--- src/rtl/serial_adder_pkg.sv ---
// Shared types and constants for the bit-serial adder.
package serial_adder_pkg;

    localparam int unsigned SA_WIDTH_DEFAULT = 8;

    typedef enum logic [1:0] {
        ST_IDLE = 2'b00,
        ST_RUN  = 2'b01,
        ST_DONE = 2'b10
    } state_t;

    // Bit counter width; never below one bit so WIDTH=1 still has a terminal count.
    function automatic int unsigned cnt_width(input int unsigned width);
        return (width > 1) ? $clog2(width) : 1;
    endfunction

endpackage

--- src/rtl/full_adder.sv ---
// Single-bit full adder cell used as the bit slice of the serial adder.
module full_adder (
    input  logic a,
    input  logic b,
    input  logic c,
    output logic sum,
    output logic carry
);

    assign sum   = a ^ b ^ c;
    assign carry = (a & b) | (c & (a ^ b));

endmodule

--- src/rtl/serial_adder.sv ---
// Bit-serial adder: one bit pair per clock, LSB first, through a single full_adder
// with a registered carry loop; done pulses for one cycle when the result is valid.
module serial_adder
    import serial_adder_pkg::*;
#(
    parameter int unsigned WIDTH = SA_WIDTH_DEFAULT
) (
    input  logic             clk,
    input  logic             rst_n,
    input  logic             start,
    input  logic [WIDTH-1:0] a_in,
    input  logic [WIDTH-1:0] b_in,
    input  logic             cin,
    output logic             busy,
    output logic             done,
    output logic [WIDTH-1:0] sum_out,
    output logic             cout
);

    localparam int unsigned    CW   = cnt_width(WIDTH);
    localparam logic [CW-1:0]  LAST = CW'(WIDTH - 1);

    state_t           state_q;
    logic [WIDTH-1:0] a_sr_q;
    logic [WIDTH-1:0] b_sr_q;
    logic [WIDTH-1:0] res_sr_q;
    logic             carry_q;
    logic [CW-1:0]    cnt_q;

    logic             slice_sum;
    logic             slice_carry;
    logic [WIDTH-1:0] res_next;

    full_adder u_slice (
        .a     (a_sr_q[0]),
        .b     (b_sr_q[0]),
        .c     (carry_q),
        .sum   (slice_sum),
        .carry (slice_carry)
    );

    // New sum bit enters at the MSB; written as shifts so WIDTH=1 needs no special slice.
    always_comb begin
        res_next = (res_sr_q >> 1) | (WIDTH'(slice_sum) << (WIDTH - 1));
    end

    always_ff @(posedge clk) begin
        if (!rst_n) begin
            state_q  <= ST_IDLE;
            a_sr_q   <= '0;
            b_sr_q   <= '0;
            res_sr_q <= '0;
            carry_q  <= 1'b0;
            cnt_q    <= '0;
            busy     <= 1'b0;
            done     <= 1'b0;
            sum_out  <= '0;
            cout     <= 1'b0;
        end else begin
            unique case (state_q)
                ST_IDLE: begin
                    if (start) begin
                        a_sr_q  <= a_in;
                        b_sr_q  <= b_in;
                        carry_q <= cin;
                        cnt_q   <= '0;
                        state_q <= ST_RUN;
                        busy    <= 1'b1;
                    end
                end
                ST_RUN: begin
                    a_sr_q   <= a_sr_q >> 1;
                    b_sr_q   <= b_sr_q >> 1;
                    res_sr_q <= res_next;
                    carry_q  <= slice_carry;
                    cnt_q    <= cnt_q + 1'b1;
                    if (cnt_q == LAST) begin
                        state_q <= ST_DONE;
                        busy    <= 1'b0;
                        done    <= 1'b1;
                        sum_out <= res_next;
                        cout    <= slice_carry;
                    end
                end
                ST_DONE: begin
                    state_q <= ST_IDLE;
                    done    <= 1'b0;
                end
                default: begin
                    state_q <= ST_IDLE;
                    busy    <= 1'b0;
                    done    <= 1'b0;
                end
            endcase
        end
    end

endmodule

--- config.mk ---
export PLATFORM = sky130hd
export DESIGN_NAME = serial_adder
export DESIGN_NICKNAME = d
export VERILOG_FILES = /design/src/rtl/serial_adder_pkg.sv /design/src/rtl/full_adder.sv /design/src/rtl/serial_adder.sv
export SDC_FILE = /design/constraint.sdc
export NUM_CORES = 1
export LEC_CHECK = 0
export CORE_ASPECT_RATIO = 0.5
export CORE_MARGIN = 1.5
export CORE_UTILIZATION = 53
export DETAILED_ROUTE_END_ITERATION = 8
export PLACE_DENSITY = 0.79
export SLEW_MARGIN = 20
export SYNTH_ARGS = -nofsm -noshare
export SYNTH_HDL_FRONTEND = slang
export SYNTH_SLANG_ARGS = --single-unit
--- constraint.sdc ---
create_clock -name clk -period 2.7 [get_ports clk]
set_input_delay 0.405 -clock clk [delete_from_list [all_inputs] [get_ports clk]]
set_output_delay 0.405 -clock clk [all_outputs]
set_load 0.1 [all_outputs]
== Yosys cells after proc, flatten, opt, wreduce, memory -nomap -nowiden ==
Index checks and enable logic that the tools add are counted.

* Flip-flop bits (word level): 41
* Word-level logic and storage cells: 47
* Output and inout bits: 11

* Equality and inequality tests: 5
* Bitwise gates (word level): 8
* Reductions and logical operators: 7
* $add $sub $neg: 1
* Muxes and demuxes: 16

{| class="wikitable"
|+ Operators by type and width
! kind !! count
|-
| $pmux 8 s2 || 2
|-
| $mux 8 || 2
|-
| $or 7x8->8 || 1
|-
| $reduce_and 2->1 || 4
|-
| $pmux 3 s2 || 1
|-
| $mux 1 || 4
|-
| $mux 2 || 2
|-
| $ne 2x2->1 const B || 2
|-
| $pmux 1 s2 || 2
|-
| $pmux 2 s2 || 1
|-
| $add 3x1->3 const B || 1
|-
| $eq 3x3->1 const B || 1
|-
| $mux 3 || 1
|-
| $pmux 1 s3 || 1
|-
| $reduce_and 3->1 || 1
|-
| $and 1x1->1 || 2
|-
| $eq 2x1->1 const B || 1
|-
| $eq 2x2->1 const B || 1
|-
| $logic_not 2->1 || 1
|-
| $not 1->1 || 2
|-
| $reduce_bool 2->1 || 1
|-
| $xor 1x1->1 || 2
|-
| $or 1x1->1 || 1
|}

== Longest topological paths before layout ==
Gate-level depths: netlist (run 1).

* Word-level depth: 4
* Mapped depth: 6

== Hierarchy ==
From an unflattened synthesis (run 1), not the netlist that was laid out.

* Cells, all modules: 192
* Area, all modules: 1671.6 um2

{| class="wikitable"
|+ By module, submodules not included
! module !! area an instance (um2) !! sequential area each (um2) !! cells each !! times used
|-
| serial_adder || 1651.6 || 800.8 || 191 || 1
|-
| full_adder || 20.0 || 0.0 || 1 || 1
|}

== Least setup slack after synthesis (run 1) ==
Ideal clock, no wire load.

* Path kind: flip-flop to output port
* From: reg done
* To: out done
* Data required time: 2.295 ns
* Data arrival time: 0.925 ns
* Setup slack: 1.370 ns
* Cell stages (with the launch flop): 1
* Cells stage by stage: dfxtp_1

{| class="wikitable"
|+ RTL lines
! element !! line !! source
|-
| from (decl) || serial_adder.sv:15 || <nowiki>output logic done,</nowiki>
|-
| from (signal assigned) || serial_adder.sv:56 || <nowiki>done <= 1'b0;</nowiki>
|-
| from (signal assigned) || serial_adder.sv:80 || <nowiki>done <= 1'b1;</nowiki>
|-
| from (signal assigned) || serial_adder.sv:87 || <nowiki>done <= 1'b0;</nowiki>
|}

No word-level cell between the ends.

== Worst setup path after layout (run 1) ==
* From: reg cnt_q[0]
* To: reg sum_out[2]

* Cells in the longest elaborated chain, start to end: 2

{| class="wikitable"
|+ Ends and longest elaborated chain
! element !! line !! source
|-
| from (decl) || serial_adder.sv:28 || <nowiki>logic [CW-1:0] cnt_q;</nowiki>
|-
| from (signal assigned) || serial_adder.sv:76 || <nowiki>cnt_q <= cnt_q + 1'b1;</nowiki>
|-
| $eq 3x3->1 || serial_adder.sv:77 || <nowiki>if (cnt_q == LAST) begin</nowiki>
|-
| $reduce_and 2->1 (no source line) || - ||
|-
| to (signal assigned) || serial_adder.sv:81 || <nowiki>sum_out <= res_next;</nowiki>
|-
| to (decl) || serial_adder.sv:16 || <nowiki>output logic [WIDTH-1:0] sum_out,</nowiki>
|}

Every way passes these cells.
A chain may end at the register's enable or synchronous reset.

==> results of run 1 <==
power groups by stage:
stage,combinational (mW),sequential [mW],clock [mW]
floorplan,0.0862,0.648,0
global placement,0.124,0.645,0
detailed placement,0.126,0.646,0
CTS,0.129,0.632,0.483
global route,0.143,0.636,0.510
finish,0.128,0.632,0.475
area by class of cell:
class | count | area (µm²) | area share, %
multi-input combinational | 136 | 778 | 38.2
inverter | 1 | 3.75 | 0.184
tap | 40 | 50.0 | 2.46
clock inverter | 2 | 35.0 | 1.72
clock buffer | 6 | 72.6 | 3.56
sequential | 40 | 801 | 39.3
timing repair buffer | 33 | 295 | 14.5
critical path, delay by kind of cell, from the launching register on:
family,cells,cell delay (ns)
flops,1,0.35
compound gates,1,0.08
fa+ha+maj,2,0.58
simple gates,2,0.60
sequential cells by signal (all words and copies together), names as in the netlist:
register and count:
cnt_q 3, done 1, a_sr_q 8, cout 1, busy 1, carry_q 1, sum_out 8, b_sr_q 8
state_q 2, res_sr_q 7
worst max-delay path by stage:
stage | to | slack, ns
after global placement | state_q[0] | 0.93
after global routing | sum_out[7] | 0.81
final | sum_out[2] | 0.97
after detailed placement | sum_out[2] | 0.89
after floorplan | done | 1.37
after CTS | sum_out[2] | 0.98
through the flow:
step / instances / cell area [µm²] / worst slack, ns
2_1_floorplan: 192 / 1690 / 1.37
5_1_grt: 258 / 2040 / 0.806
4_1_cts: 258 / 2040 / 0.977
3_5_place_dp: 250 / 1930 / 0.888
3_3_place_gp: 250 / 1930 / 0.929
6_report: 258 / 2040 / 0.974
layout by cell type (no fill, tap or decap), drive strengths merged:
| master | instances |
|---|---|
| nor2b | 8 |
| nor3b | 2 |
| clkinv | 1 |
| nand2b | 3 |
| dfxtp | 40 |
| inv | 1 |
| mux2i | 2 |
| o21ai | 16 |
| a21boi | 17 |
| clkdlybuf4s50 | 19 |
| a22oi | 4 |
| a31oi | 15 |
| clkbuf | 6 |
| fa | 1 |
| nand3 | 9 |
| nand2 | 53 |
| ha | 2 |
| a21oi | 1 |
| and3 | 1 |
| nand3b | 1 |
| bufinv | 1 |
| buf | 14 |
| o21bai | 1 |
kinds of logic after synthesis:
kind of cell | Yosys count
and+or+nand+nor | 77
DFF | 40
adders and majority gates | 3
AOI/OAI and AO/OA | 54
muxes | 2
buffers and inverters | 16
per-layer routing:
metal  wire length (µm)  up-vias
li1                   -      708
met3                106        7
met1               1530      618
met5                  0        -
met2               1470       19
met4                 44        0
==> results by group, run 1 <==
Run status
  – Status: finished clean

Synthesis
  – Mean post-synth cell area: 8.80 µm²
  – Post-Synth Simple-Gate Area: 21.8%
  – Main synth FF type: dfxtp_1
  – Largest family of logic cells by synthesized area: simple AND/OR/NAND/NOR gates
  – Sequential area share after synthesis: 47.4%
  – Synth Area in Compound Gates: 20.4%
  – Xor/xnor share of the synthesized area: 0%
  – Synth warnings: 0
  – Post-synth EDFFs: 0
  – Post-Syn Nets: 215
  – Cell count after synthesis: 192
  – Synth cell count leaders: 53 x nand2_1, 40 x dfxtp_1, 16 x a21boi_1
  – FF+latch count, synth: 40
  – Synth Area in Adders: 2.66%
  – Mapped cell area: 0.00169 mm²
  – Post-synthesis mux area share: 1.18%
  – Synth top area cells: dfxtp_1 47%, nand2_1 12%, a21boi_1 7.1%
  – Yosys top cell area share: 47.4%
  – Top-count cell post-synth: nand2_1
  – Leading area contributor after synthesis: dfxtp_1
  – Post-synth ARST share: 0%
  – Netlist cell types: 27

Floorplanning
  – Die X: 82.9 µm
  – Boundary pin count: 31
  – Die height: 42.9 µm
  – Starting Density: 56.1%
  – Die area: 0.00356 mm²
  – Num rows: 14
  – Core area: 0.00301 mm²

Worst setup path
  – Worst reg2reg startpoint: cnt_q[0]
  – Crit end category: flip-flop
  – R2r worst-path depth: 5
  – Cell mode on critical path: ha_1
  – Reg2reg end: sum_out[2]
  – Worst endpoint required time: 2.88 ns
  – Critical path launch point: cnt_q[0]
  – CP max-delay cell: ha_1
  – Crit Path Category: flip-flop to flip-flop
  – WP data arrival: 1.91 ns
  – Reg-to-reg setup timing slack: 0.97 ns
  – CP cell instances: ha_1 -> ha_1 -> nand3b_1 -> nand2_1 -> a21boi_1
  – Worst-path fanout max: 13
  – CP Launch Type: flip-flop
  – Worst path max stage delay: 0.43 ns

Global route
  – First-pass GRT wire length: 5320 µm
  – GRT busiest layer: met2
  – Grt met3 use: 5.84%
  – Initial antenna violation count: 0
  – Met1 Use GR: 23.3%
  – Total grt overflow: 0
  – Vias in the first global route: 1190
  – All-Layer GR Usage: 19.4%
  – Met2 Use GR: 33.5%
  – Largest net degree at the start of global routing: 38

Final layout
  – P&R area growth vs syn: 20.4%
  – N_diodes: 0
  – Layout Nets: 240
  – Layout cells sized above 1: 11.5%
  – Final Util: 67.6%
  – Fill count: 270

Placement
  – IO buf count: 30
  – Detailed placement HPWL: 2040 µm
  – Final Wtd Congestion: 0.724

STA
  – Setup_tns: 0 ns
  – Final period utilization: 63.9%
  – RSZ-0062 raised after global routing: false
  – Final Skew: 0.00467 ns
  – Hold Fails Final Rpt: 0
  – Slew @ Worst Pin: 0.673 ns
  – Min cycle time layout: 1.73 ns
  – Slew Limit Fails: 0
  – Max transition margin: 55.1%
  – WHS: 0.456 ns
  – Achievable Freq: 0.580 GHz
  – Final setup fails: 0

Min path
  – Hold depth: 2
  – HP Start: sum_out[1]
  – Worst Hold Path EP: sum_out[1]
  – Hold Path Class: flip-flop to flip-flop

CTS
  – CTS buffer count: 5
  – Post-cts sizing count: 0
  – H-tree depth: 2
  – Clock-pin slew on the worst setup and hold paths: 0.07 ns
  – Postcts setup bufs: 0
  – Max clock buf depth: 2
  – Root Driver: clkbuf_8
  – Clock latency at the later pin of the worst-skew pair: 0.29 ns
  – Num Clock Sinks: 40
  – Hold-fix buffers, CTS: 0
  – CTS tree: built

Power
  – Clk pwr share: 38.4%
  – Sw Ratio: 23.0%
  – Comb pwr share: 10.4%
  – Pwr Density: 607 mW/mm²
  – VDD IR-drop max: 309 µV
  – Leakage: 0.763 nW
  – Sequential share of power: 51.2%
  – Pint: 0.951 mW
  – NetSw: 0.284 mW
  – Total Power: 1.24 mW

Flow run
  – Max Cap Violations: 0

Drt
  – Wirelength, routed: 3160 µm
  – Vias: 1352
  – 1st-iter DRT viols: 65
  – Avg Vias per Cell: 5.24
  – First drt pass iteration count: 4
  – Post-route DRC violation count: 0
  – Routed WL per cell: 12.2 µm
  – Antenna Nets Post-Route: 0
(Power assumes the default switching activity.)
==> run 2: changes to the inputs <==
--- a/config.mk
+++ b/config.mk
@@ -7,9 +7,9 @@
 export LEC_CHECK = 0
 export CORE_ASPECT_RATIO = 0.5
 export CORE_MARGIN = 1.5
-export CORE_UTILIZATION = 53
+export CORE_UTILIZATION = 51
 export DETAILED_ROUTE_END_ITERATION = 8
-export PLACE_DENSITY = 0.79
+export PLACE_DENSITY = 0.76
 export SLEW_MARGIN = 20
 export SYNTH_ARGS = -nofsm -noshare
 export SYNTH_HDL_FRONTEND = slang
==> constraint.sdc (replaced) <==
create_clock -name clk -period 1.6 [get_ports clk]
set_input_delay 0.24 -clock clk [delete_from_list [all_inputs] [get_ports clk]]
set_output_delay 0.24 -clock clk [all_outputs]
set_load 0.1 [all_outputs]
==> run 2 against run 1 <==
Against the previous run: non-clock buffer count up 2; design area up 8.2%; clock power up 70%; wire length up 3.5%; first-iteration DRC count down 28%; final cell count up 0.78%; count of clock-buffer cells in the layout unchanged; core utilization up 3.9 points; maximum frequency up 24%; die area up 3.7%; via count up 1.5%.
==> results by group, run 2 (synthesized netlist as in run 1, its figures left out) <==
STA
  – Hold Fails Final Rpt: 0
  – Final setup margin: 0.213 ns
  – Min cycle time layout: 1.39 ns
  – Slew @ Worst Pin: 0.744 ns
  – Slew Limit Fails: 0
  – Final setup fails: 0
  – Achievable Freq: 0.721 GHz
  – Max transition margin: 50.2%
  – RSZ-0062 raised after global routing: false
  – Final Skew: 0.00302 ns
  – Final period utilization: 86.7%
  – Setup_tns: 0 ns

Floorplanning
  – Die X: 84.4 µm
  – Starting Density: 54.8%
  – Die height: 43.7 µm
  – Die area: 0.00369 mm²
  – Boundary pin count: 31
  – Core area: 0.00308 mm²
  – Num rows: 14

Global route
  – First-pass GRT wire length: 5600 µm
  – All-Layer GR Usage: 19.9%
  – Vias in the first global route: 1273
  – Total grt overflow: 0
  – Largest net degree at the start of global routing: 41
  – Initial antenna violation count: 0

Placement
  – IO buf count: 30
  – Dpl ws: -0.0895 ns
  – Cell Area, Placed: 0.00209 mm²
  – Final Wtd Congestion: 0.725
  – Detailed placement HPWL: 2020 µm

Worst setup path
  – Worst path buffer plus inverter count: 0
  – CP cell instances: ha_1 -> ha_1 -> nand3b_1 -> nand2_1 -> a21boi_1
  – WP data arrival: 1.61 ns
  – Worst path max stage delay: 0.34 ns
  – Critical path's top delay family: simple AND/OR/NAND/NOR gates
  – Worst endpoint required time: 1.83 ns
  – Reg2reg end: sum_out[6]
  – Worst path depth: 5
  – Worst-path fanout max: 10
  – Worst reg2reg startpoint: cnt_q[0]
  – Critical path launch point: cnt_q[0]
  – Crit end category: flip-flop
  – CP Launch Type: flip-flop
  – Reg-to-reg setup timing slack: 0.21 ns
  – CP max-delay cell: nand3b_1
  – Cell mode on critical path: ha_1
  – R2r worst-path depth: 5
  – Setup crit end: sum_out[6]
  – Crit Path Category: flip-flop to flip-flop

CTS
  – CTS buffer count: 5
  – Postcts setup bufs: 0
  – Root Driver: clkbuf_8
  – Clock latency at the later pin of the worst-skew pair: 0.29 ns
  – Num Clock Sinks: 40
  – Max clock buf depth: 2
  – Hold-fix buffers, CTS: 0
  – Clock-pin slew on the worst setup and hold paths: 0.07 ns
  – CTS tree: built
  – H-tree depth: 2

Drt
  – Routed WL per cell: 12.6 µm
  – Avg Vias per Cell: 5.28
  – Vias: 1372
  – 1st-iter DRT viols: 47
  – Post-route DRC violation count: 0
  – First drt pass iteration count: 4
  – Wirelength, routed: 3260 µm
  – Antenna Nets Post-Route: 0

Flow run
  – Max Cap Violations: 0

Final layout
  – Layout cells sized above 1: 12.7%
  – Design Area, Final: 0.00220 mm²
  – Fill count: 237
  – Most frequent cells in the layout: 53 x nand2_1, 40 x dfxtp_1, 19 x clkdlybuf4s50_1
  – P&R area growth vs syn: 30.3%
  – Largest registers: a_sr_q: 8 flops, b_sr_q: 8 flops, sum_out: 8 flops
  – Layout Nets: 242
  – Commonest non-fill, non-tap cell in the layout: nand2_1
  – N_diodes: 0

Power
  – Pwr Density: 953 mW/mm²
  – Leakage: 0.810 nW
  – VDD IR-drop max: 528 µV

Min path
  – Hold Path Class: flip-flop to flip-flop

Run status
  – Status: finished clean
[run 2: layer usage]
layer  share of wire [%]  up-vias  global-route usage (%)
met5                   0        -                       0
met4                 1.8        0                    10.3
met3                 4.6        7                    5.33
met2                  47       27                    34.4
met1                  46      629                    23.8
li1                    -      709                       -
[run 2: worst min path at each step]
stage / from / to / depth (start not counted)
4_1_cts: res_sr_q[1] / res_sr_q[1] / 2
5_1_grt: res_sr_q[4] / res_sr_q[3] / 2
6_report: res_sr_q[1] / res_sr_q[1] / 2
3_5_place_dp: res_sr_q[1] / res_sr_q[1] / 2
2_1_floorplan: b_in[0] / b_sr_q[0] / 2
3_3_place_gp: res_sr_q[1] / res_sr_q[1] / 2
[run 2: report_power, final]
| part | internal, mW | switching (mW) | total (mW) |
|---|---|---|---|
| sequential | 1.04 | 0.0258 | 1.06 |
| clock | 0.463 | 0.343 | 0.806 |
| combinational | 0.112 | 0.117 | 0.229 |
[run 2: layout make-up]
type	instances	area (µm²)	share of cell area, %
clock inverters	2	35.0	1.59
repair buffers	35	460	20.9
multi-input cells	136	781	35.4
flip-flops and latches	40	801	36.3
clock buffers	6	72.6	3.29
well taps	40	50.0	2.27
inverters	1	3.75	0.170
[run 2: repair_timing]
item	in CTS	in global routing
setup endpoints to repair	20	0
resized for setup	1	0
endpoints found under the hold margin	0	0
[run 2: worst min-delay path, cell delays in order (launching register included)]
cell and delay (ns):
dfxtp_1 0.32, nand2_1 0.05, a21boi_1 0.05
[run 2: stage by stage]
step	total power [mW]	utilization (%)	std cells	hold slack, ns
floorplan	1.24	-	192	0.395
global placement	1.31	67.9	252	0.443
detailed placement	1.31	67.9	252	0.456
CTS	2.11	71.5	260	0.466
global route	2.19	71.5	260	0.489
finish	2.10	71.5	260	0.464
==> run 3: changes to the inputs <==
--- a/config.mk
+++ b/config.mk
@@ -10,7 +10,6 @@
 export CORE_UTILIZATION = 51
 export DETAILED_ROUTE_END_ITERATION = 8
 export PLACE_DENSITY = 0.76
-export SLEW_MARGIN = 20
 export SYNTH_ARGS = -nofsm -noshare
 export SYNTH_HDL_FRONTEND = slang
 export SYNTH_SLANG_ARGS = --single-unit
==> results of run 3 <==
Final layout, timing and power as in run 2 (identical DEF).
